## src/rtl/apb_mailbox_if.sv

```systemverilog
// APB bus bundle for the mailbox slave: request signals from the master,
// plus the completion, read data and error signals returned by the slave.
interface apb_mailbox_if #(
    parameter int ADDR_W = 12,
    parameter int DATA_W = 32
);
    logic              psel;
    logic              penable;
    logic              pwrite;
    logic [ADDR_W-1:0] paddr;
    logic [DATA_W-1:0] pwdata;
    logic              pready;
    logic [DATA_W-1:0] prdata;
    logic              pslverr;

    modport master (
        output psel, penable, pwrite, paddr, pwdata,
        input  pready, prdata, pslverr
    );

    modport slave (
        input  psel, penable, pwrite, paddr, pwdata,
        output pready, prdata, pslverr
    );
endinterface

```

## src/rtl/apb_mailbox.sv

```systemverilog
// APB-slave mailbox: NUM_CH FIFO channels with DATA/STATUS/CTRL registers,
// programmable wait states, protocol-error reporting and per-channel level IRQs.
module apb_mailbox #(
    parameter int DATA_W      = 32,
    parameter int ADDR_W      = 12,
    parameter int NUM_CH      = 4,
    parameter int DEPTH       = 8,
    parameter int WAIT_STATES = 0
) (
    input  logic              pclk,
    input  logic              preset,
    apb_mailbox_if.slave      bus,
    output logic [NUM_CH-1:0] irq
);
    localparam int PTR_W = $clog2(DEPTH);
    localparam int CNT_W = PTR_W + 1;
    localparam int CH_W  = (NUM_CH > 1) ? $clog2(NUM_CH) : 1;
    localparam logic [ADDR_W:0] ADDR_LIMIT = (ADDR_W + 1)'(NUM_CH * 16);
    localparam logic [2:0]      WAIT_INIT  = 3'(WAIT_STATES);

    typedef enum logic [1:0] {
        OFF_DATA   = 2'd0,
        OFF_STATUS = 2'd1,
        OFF_CTRL   = 2'd2,
        OFF_RSVD   = 2'd3
    } offset_e;

    logic [2:0]        wait_cnt_r;
    logic [DATA_W-1:0] mem_r    [NUM_CH][DEPTH];
    logic [PTR_W-1:0]  wr_ptr_r [NUM_CH];
    logic [PTR_W-1:0]  rd_ptr_r [NUM_CH];
    logic [CNT_W-1:0]  cnt_r    [NUM_CH];
    logic [NUM_CH-1:0] irq_en_r;
    logic [NUM_CH-1:0] irq_r;
    logic [NUM_CH-1:0] empty_s;
    logic [NUM_CH-1:0] full_s;

    offset_e           off_s;
    logic [CH_W-1:0]   ch_s;
    logic              access_s;
    logic              pready_s;
    logic              addr_err_s;
    logic              op_err_s;
    logic              err_s;
    logic              commit_s;
    logic              push_s;
    logic              pop_s;
    logic              ctrl_wr_s;
    logic              sel_empty_s;
    logic              sel_full_s;
    logic [DATA_W-1:0] status_s;
    logic [DATA_W-1:0] ctrl_s;
    logic [DATA_W-1:0] rdata_s;

    // Per-channel empty/full flags derived from the occupancy counters
    always_comb begin
        empty_s = '0;
        full_s  = '0;
        for (int c = 0; c < NUM_CH; c++) begin
            empty_s[c] = (cnt_r[c] == CNT_W'(0));
            full_s[c]  = (cnt_r[c] == CNT_W'(DEPTH));
        end
    end

    // Address decode, error classification and commit strobes
    always_comb begin
        ch_s        = bus.paddr[4 +: CH_W];
        off_s       = offset_e'(bus.paddr[3:2]);
        access_s    = bus.psel & bus.penable;
        // Reset is folded in so an in-flight transfer dies the instant preset rises
        pready_s    = access_s & (wait_cnt_r == 3'd0) & ~preset;
        addr_err_s  = ({1'b0, bus.paddr} >= ADDR_LIMIT) | (bus.paddr[1:0] != 2'b00);
        sel_empty_s = empty_s[ch_s];
        sel_full_s  = full_s[ch_s];
        case (off_s)
            OFF_DATA:   op_err_s = bus.pwrite ? sel_full_s : sel_empty_s;
            OFF_STATUS: op_err_s = bus.pwrite;
            OFF_CTRL:   op_err_s = 1'b0;
            default:    op_err_s = 1'b1;
        endcase
        err_s     = addr_err_s | op_err_s;
        commit_s  = pready_s & ~err_s;
        push_s    = commit_s &  bus.pwrite & (off_s == OFF_DATA);
        pop_s     = commit_s & ~bus.pwrite & (off_s == OFF_DATA);
        ctrl_wr_s = commit_s &  bus.pwrite & (off_s == OFF_CTRL);
    end

    // Read-data mux and bus response; prdata/pslverr are zero outside pready
    always_comb begin
        status_s              = '0;
        status_s[0]           = sel_empty_s;
        status_s[1]           = sel_full_s;
        status_s[8 +: CNT_W]  = cnt_r[ch_s];
        ctrl_s                = '0;
        ctrl_s[0]             = irq_en_r[ch_s];
        case (off_s)
            OFF_DATA:   rdata_s = mem_r[ch_s][rd_ptr_r[ch_s]];
            OFF_STATUS: rdata_s = status_s;
            OFF_CTRL:   rdata_s = ctrl_s;
            default:    rdata_s = '0;
        endcase
        if (commit_s & ~bus.pwrite) begin
            bus.prdata = rdata_s;
        end else begin
            bus.prdata = '0;
        end
        bus.pready  = pready_s;
        bus.pslverr = pready_s & err_s;
    end

    // Wait-state counter: loaded in setup, counts down through the access phase
    always_ff @(posedge pclk or posedge preset) begin
        if (preset) begin
            wait_cnt_r <= 3'd0;
        end else if (bus.psel & ~bus.penable) begin
            wait_cnt_r <= WAIT_INIT;
        end else if (access_s && (wait_cnt_r != 3'd0)) begin
            wait_cnt_r <= wait_cnt_r - 3'd1;
        end else begin
            wait_cnt_r <= wait_cnt_r;
        end
    end

    // FIFO pointers, counts, CTRL bits and registered interrupt lines
    always_ff @(posedge pclk or posedge preset) begin
        if (preset) begin
            for (int c = 0; c < NUM_CH; c++) begin
                wr_ptr_r[c] <= PTR_W'(0);
                rd_ptr_r[c] <= PTR_W'(0);
                cnt_r[c]    <= CNT_W'(0);
            end
            irq_en_r <= '0;
            irq_r    <= '0;
        end else begin
            for (int c = 0; c < NUM_CH; c++) begin
                if (ctrl_wr_s && (ch_s == CH_W'(c))) begin
                    irq_en_r[c] <= bus.pwdata[0];
                    if (bus.pwdata[1]) begin
                        wr_ptr_r[c] <= PTR_W'(0);
                        rd_ptr_r[c] <= PTR_W'(0);
                        cnt_r[c]    <= CNT_W'(0);
                    end
                end else if (push_s && (ch_s == CH_W'(c))) begin
                    wr_ptr_r[c] <= wr_ptr_r[c] + PTR_W'(1);
                    cnt_r[c]    <= cnt_r[c] + CNT_W'(1);
                end else if (pop_s && (ch_s == CH_W'(c))) begin
                    rd_ptr_r[c] <= rd_ptr_r[c] + PTR_W'(1);
                    cnt_r[c]    <= cnt_r[c] - CNT_W'(1);
                end
            end
            irq_r <= irq_en_r & ~empty_s;
        end
    end

    // FIFO storage; contents are intentionally left untouched by reset and flush
    always_ff @(posedge pclk) begin
        if (push_s) begin
            mem_r[ch_s][wr_ptr_r[ch_s]] <= bus.pwdata;
        end
    end

    assign irq = irq_r;

endmodule

```

## src/flat_wrapper.sv

```systemverilog
// flat-port wrapper written by rule: the top's interface ports become plain ports
module apb_mailbox_flat 
#(
    parameter int DATA_W      = 32,
    parameter int ADDR_W      = 12,
    parameter int NUM_CH      = 4,
    parameter int DEPTH       = 8,
    parameter int WAIT_STATES = 0
)
  (pclk, preset, irq, bus_psel, bus_penable, bus_pwrite, bus_paddr, bus_pwdata, bus_pready, bus_prdata, bus_pslverr);
  apb_mailbox_if #(.ADDR_W(ADDR_W), .DATA_W(DATA_W)) bus_i ();
  input  logic pclk;
  input  logic preset;
  output logic [NUM_CH-1:0] irq;
  input wire logic [$bits(bus_i.psel)-1:0] bus_psel;
  input wire logic [$bits(bus_i.penable)-1:0] bus_penable;
  input wire logic [$bits(bus_i.pwrite)-1:0] bus_pwrite;
  input wire logic [$bits(bus_i.paddr)-1:0] bus_paddr;
  input wire logic [$bits(bus_i.pwdata)-1:0] bus_pwdata;
  output wire logic [$bits(bus_i.pready)-1:0] bus_pready;
  output wire logic [$bits(bus_i.prdata)-1:0] bus_prdata;
  output wire logic [$bits(bus_i.pslverr)-1:0] bus_pslverr;
  assign bus_i.psel = bus_psel;
  assign bus_i.penable = bus_penable;
  assign bus_i.pwrite = bus_pwrite;
  assign bus_i.paddr = bus_paddr;
  assign bus_i.pwdata = bus_pwdata;
  assign bus_pready = bus_i.pready;
  assign bus_prdata = bus_i.prdata;
  assign bus_pslverr = bus_i.pslverr;
  apb_mailbox #(.DATA_W(DATA_W), .ADDR_W(ADDR_W), .NUM_CH(NUM_CH), .DEPTH(DEPTH), .WAIT_STATES(WAIT_STATES)) u_core (.pclk(pclk), .preset(preset), .bus(bus_i), .irq(irq));
endmodule
```

## config.mk

```make
export PLATFORM = sky130hd
export DESIGN_NAME = apb_mailbox_flat
export DESIGN_NICKNAME = d
export VERILOG_FILES = /design/src/rtl/apb_mailbox_if.sv /design/src/rtl/apb_mailbox.sv /design/src/flat_wrapper.sv
export SDC_FILE = /design/constraint.sdc
export NUM_CORES = 1
export LEC_CHECK = 0
export BUFFER_PORTS_ARGS = -buffer_cell sky130_fd_sc_hd__buf_2
export CELL_PAD_IN_SITES_DETAIL_PLACEMENT = 0
export CELL_PAD_IN_SITES_GLOBAL_PLACEMENT = 1
export CORE_ASPECT_RATIO = 1.75
export CORE_MARGIN = 3
export CORE_UTILIZATION = 55
export DETAILED_ROUTE_END_ITERATION = 8
export HOLD_SLACK_MARGIN = 0.08
export PLACE_DENSITY_LB_ADDON = 0.3
export SLEW_MARGIN = 10
export SYNTH_ARGS = -nofsm -noshare
export SYNTH_HDL_FRONTEND = slang
export SYNTH_SLANG_ARGS = --single-unit
```

## constraint.sdc

```tcl
create_clock -name pclk -period 8.5 [get_ports pclk]
set_input_delay 0.85 -clock pclk [delete_from_list [all_inputs] [get_ports pclk]]
set_output_delay 0.85 -clock pclk [all_outputs]
set_load 0.01 [all_outputs]
```

==> Flow_metrics.wiki <==
{| class="wikitable"
! Metric !! Value
|-
| Maximum number of pins on one net before global-route repair || 109
|-
| Number of antenna violations at the first check in global routing || 8
|-
| Routed via count divided by cell count || 6.55
|-
| Clock period minus worst slack || 5470 ps
|-
| IR Drop Worst-Case VDD || 199 uV
|-
| Slew headroom || 0.129
|-
| Clock tree from TritonCTS || done
|-
| Worst Path Class, Setup || primary input to primary output
|-
| Global routing usage summed across all routing layers || 0.268
|-
| Number of H-tree levels || 3
|-
| Final weighted congestion in routability-driven placement || 0.873
|-
| Number of gates resized after cts || 0
|-
| # clock sinks || 1075
|-
| Critical Path Sink Type || primary output
|-
| Most common flop cell mapped by yosys || edfxtp_1
|-
| Die Span Y || 375 um
|-
| Biggest cell delay along the critical path || 810 ps
|-
| Total grt overflow || 0
|-
| Ratio of final minimum period to clock period || 0.644
|-
| Wire length of the first global-routing pass || 156000 um
|-
| Slowest-stage cell, CP || buf_4
|-
| Number of distinct standard cells referenced by the synthesized netlist || 62
|-
| Final setup fails || 0
|-
| Setup ws final || 3030 ps
|-
| Number of cells on the critical path || 10
|-
| Count of pins on the block boundary || 87
|-
| Final ANT Viol Nets || 0
|-
| Fraction of the yosys area taken by sequential cells || 0.748
|-
| Most frequent cells in the layout || edfxtp_1, mux4_2, a211oi_1
|-
| Gate count of the mapped netlist || 2105
|-
| Pre-CTS setup slack || 2960 ps
|-
| Number of vias after detailed routing || 21700
|-
| Clock insertion delay at the later pin of the skew report || 690 ps
|-
| Count of yosys warnings during synthesis || 0
|-
| Power Density || 223 mW/mm^2
|-
| Family with the most delay on the worst path || buffers and inverters
|-
| Die W || 217 um
|-
| Synthesized flop and latch total || 1075
|-
| Clk buf depth || 3
|-
| Async set or reset register ratio after synthesis || 0.0474
|-
| EDFF count, synth || 1024
|-
| Arrival time of data at the critical path endpoint || 4620 ps
|-
| CP Launch Type || primary input
|-
| Routed wirelength normalized by instance count || 32.4 um
|-
| Outcome || finished clean
|-
| Number of buffer and inverter instances along the worst setup path || 4
|-
| Initial drt markers || 2495
|-
| Number of nets in the final layout || 2289
|-
| Setup Total Neg Slack || 0 ps
|-
| Leading cell type in the layout, fill and taps excluded || edfxtp_1
|-
| Placeable Area || 0.0768 sq mm
|-
| Area Overhead vs Synth || 11.7%
|-
| Post-synthesis instance area || 0.0428 sq mm
|-
| Largest fanout of any net on the critical path || 61
|-
| Cell row count || 134
|-
| Total nets after synthesis || 2176
|-
| Clock tree skew after final layout || 31.8 ps
|-
| Clock root cell || clkbuf_16
|-
| Total Wirelength || 107000 um
|-
| Number of buffers inserted by hold repair at cts || 0
|-
| Average instance area after synthesis || 20.3 sq um
|-
| RSZ-0062 raised after global routing || no
|-
| Critical Path RT || 7650 ps
|-
| Cts bufs inserted || 93
|-
| Slew @ Worst Pin || 1300 ps
|-
| CTS clk-pin slew, worst paths || 60 ps
|-
| Die ar. || 0.0814 sq mm
|-
| DPL Wire Length || 57200 um
|-
| DRC Markers || 0
|-
| Length of the first detailed-routing pass in iterations || 5
|-
| LEAKAGE || 15.6 nW
|-
| Initial cell density of the core || 0.558
|-
| Maximum clock rate || 183 MHz
|-
| Path category of the worst min-delay check || primary input to asynchronous set/reset pin
|-
| Count of maximum capacitance violations || 0
|-
| Count of input and output buffers || 86
|-
| Total count of hold-check failures in the final report || 0
|-
| Via count of the first global-routing pass || 22700
|-
| Cells traversed along the worst timing path || buf_8, buf_4, buf_4, mux4_2, nor2b_1, a211oi_1, a21oi_1, a21oi_1, nor2_1, buf_2
|-
| Number of max-slew violations in the final report || 0
|-
| Number of post-CTS setup repair buffers || 0
|-
| Depth of the worst register-to-register path || 10
|-
| Fraction of final layout cells with drive strength greater than 1 || 0.263
|}
## cell type report
| cell class | count | area (sq um) |
|---|---|---|
| sequential | 1075 | 32000 |
| timing repair buffer | 140 | 881 |
| clock buffer | 108 | 2430 |
| antenna | 3 | 7.51 |
| fill | 5365 | 29000 |
| tap | 1020 | 1280 |
| clock inverter | 64 | 712 |
| inverter | 20 | 75.1 |
| multi-input combinational | 888 | 10400 |
## final timing paths
path,startpoint,to,slack [ps]
max,bus_paddr[4],bus_prdata[19],3030
min,preset,u_core.wait_cnt_r[0]$_DFFE_PP0P_,340
max reg2reg,u_core.wait_cnt_r[0]$_DFFE_PP0P_,u_core.mem_r[1][98]$_DFFE_PP_,4040
min reg2reg,u_core.wr_ptr_r[11]$_DFFE_PP0P_,u_core.wr_ptr_r[11]$_DFFE_PP0P_,480
max in group asynchronous,preset,u_core.wr_ptr_r[2]$_DFFE_PP0P_,7630
min in group pclk,bus_psel,u_core.wait_cnt_r[2]$_DFFE_PP0P_,420
## Yosys cell counts (2+ instances only)
| cell | count | share of area |
|---|---|---|
| o2bb2ai_1 | 8 | 0.0016 |
| dfrtp_1 | 51 | 0.030 |
| buf_4 | 10 | 0.0018 |
| nand3_1 | 12 | 0.0014 |
| nand2_1 | 43 | 0.0038 |
| nor4_1 | 7 | 0.0010 |
| a21oi_1 | 68 | 0.0079 |
| buf_2 | 38 | 0.0044 |
| mux4_2 | 266 | 0.14 |
| buf_1 | 6 | 0.00053 |
| or3_2 | 2 | 0.00035 |
| nand4_1 | 4 | 0.00058 |
| inv_1 | 20 | 0.0018 |
| o21ai_2 | 3 | 0.00061 |
| and2_1 | 3 | 0.00044 |
| nor3b_1 | 2 | 0.00035 |
| edfxtp_1 | 1024 | 0.72 |
| a21o_2 | 2 | 0.00041 |
| mux2i_1 | 75 | 0.018 |
| clkbuf_1 | 67 | 0.0059 |
| or2_2 | 2 | 0.00029 |
| a22oi_1 | 4 | 0.00070 |
| nor2b_1 | 70 | 0.010 |
| a22o_1 | 3 | 0.00061 |
| nand2b_1 | 3 | 0.00044 |
| mux2_2 | 2 | 0.00053 |
| xor2_1 | 6 | 0.0012 |
| o41ai_1 | 2 | 0.00041 |
| ha_1 | 18 | 0.0053 |
| o31ai_1 | 5 | 0.00088 |
| a222oi_1 | 2 | 0.00047 |
| nor3_1 | 12 | 0.0014 |
| fa_1 | 4 | 0.0019 |
| nor2_1 | 77 | 0.0067 |
| o21ai_0 | 48 | 0.0056 |
| a211oi_1 | 101 | 0.018 |
| a21o_1 | 9 | 0.0016 |
| or3b_2 | 2 | 0.00041 |
## metrics by stage
step	hold slack [ps]	power (mW)	std cells	cell area, sq um	util
6_report	342	10.7	3318	47800	0.623
5_1_grt	387	11.0	3318	47800	0.623
4_1_cts	340	10.7	3315	47800	0.623
3_5_place_dp	461	6.43	3143	44700	0.582
3_3_place_gp	454	6.41	3143	44700	0.582
2_1_floorplan	441	6.23	2105	42800	-
## sequential cells by signal (all words and copies together) (netlist names)
name               flops
u_core.rd_ptr_r       12
u_core.wr_ptr_r       12
u_core.mem_r        1024
u_core.irq_en_r        4
u_core.irq             4
u_core.cnt_r          16
u_core.wait_cnt_r      3
## worst min-delay path, cell delays in order
cell	delay (ps)
buf_2	110
inv_2	40
buf_4	520
## report_power, final
group	internal, mW	switching [mW]
logic	0.189	0.315
registers	5.80	0.00522
clock network	2.48	1.89
## logic make-up after synthesis
kind of cell / after synthesis / share of synthesized area
AOI/OAI and AO/OA: 271 / 0.0426
muxes: 343 / 0.158
and+or+nand+nor: 246 / 0.0289
xor gates and xnor gates: 6 / 0.00123
buffers and inverters: 142 / 0.0147
DFF: 1075 / 0.748
adders and majority gates: 22 / 0.00713
## routing by layer
layer,up-vias,global-route usage,share of wire,wire length (um)
li1,8967,-,-,-
met1,11500,0.348,0.36,39200
met2,1035,0.458,0.52,56100
met3,256,0.0384,0.071,7640
met4,2,0.113,0.042,4500
met5,-,0,0.000074,8
No activity file was read; power rests on OpenSTA's default activity.
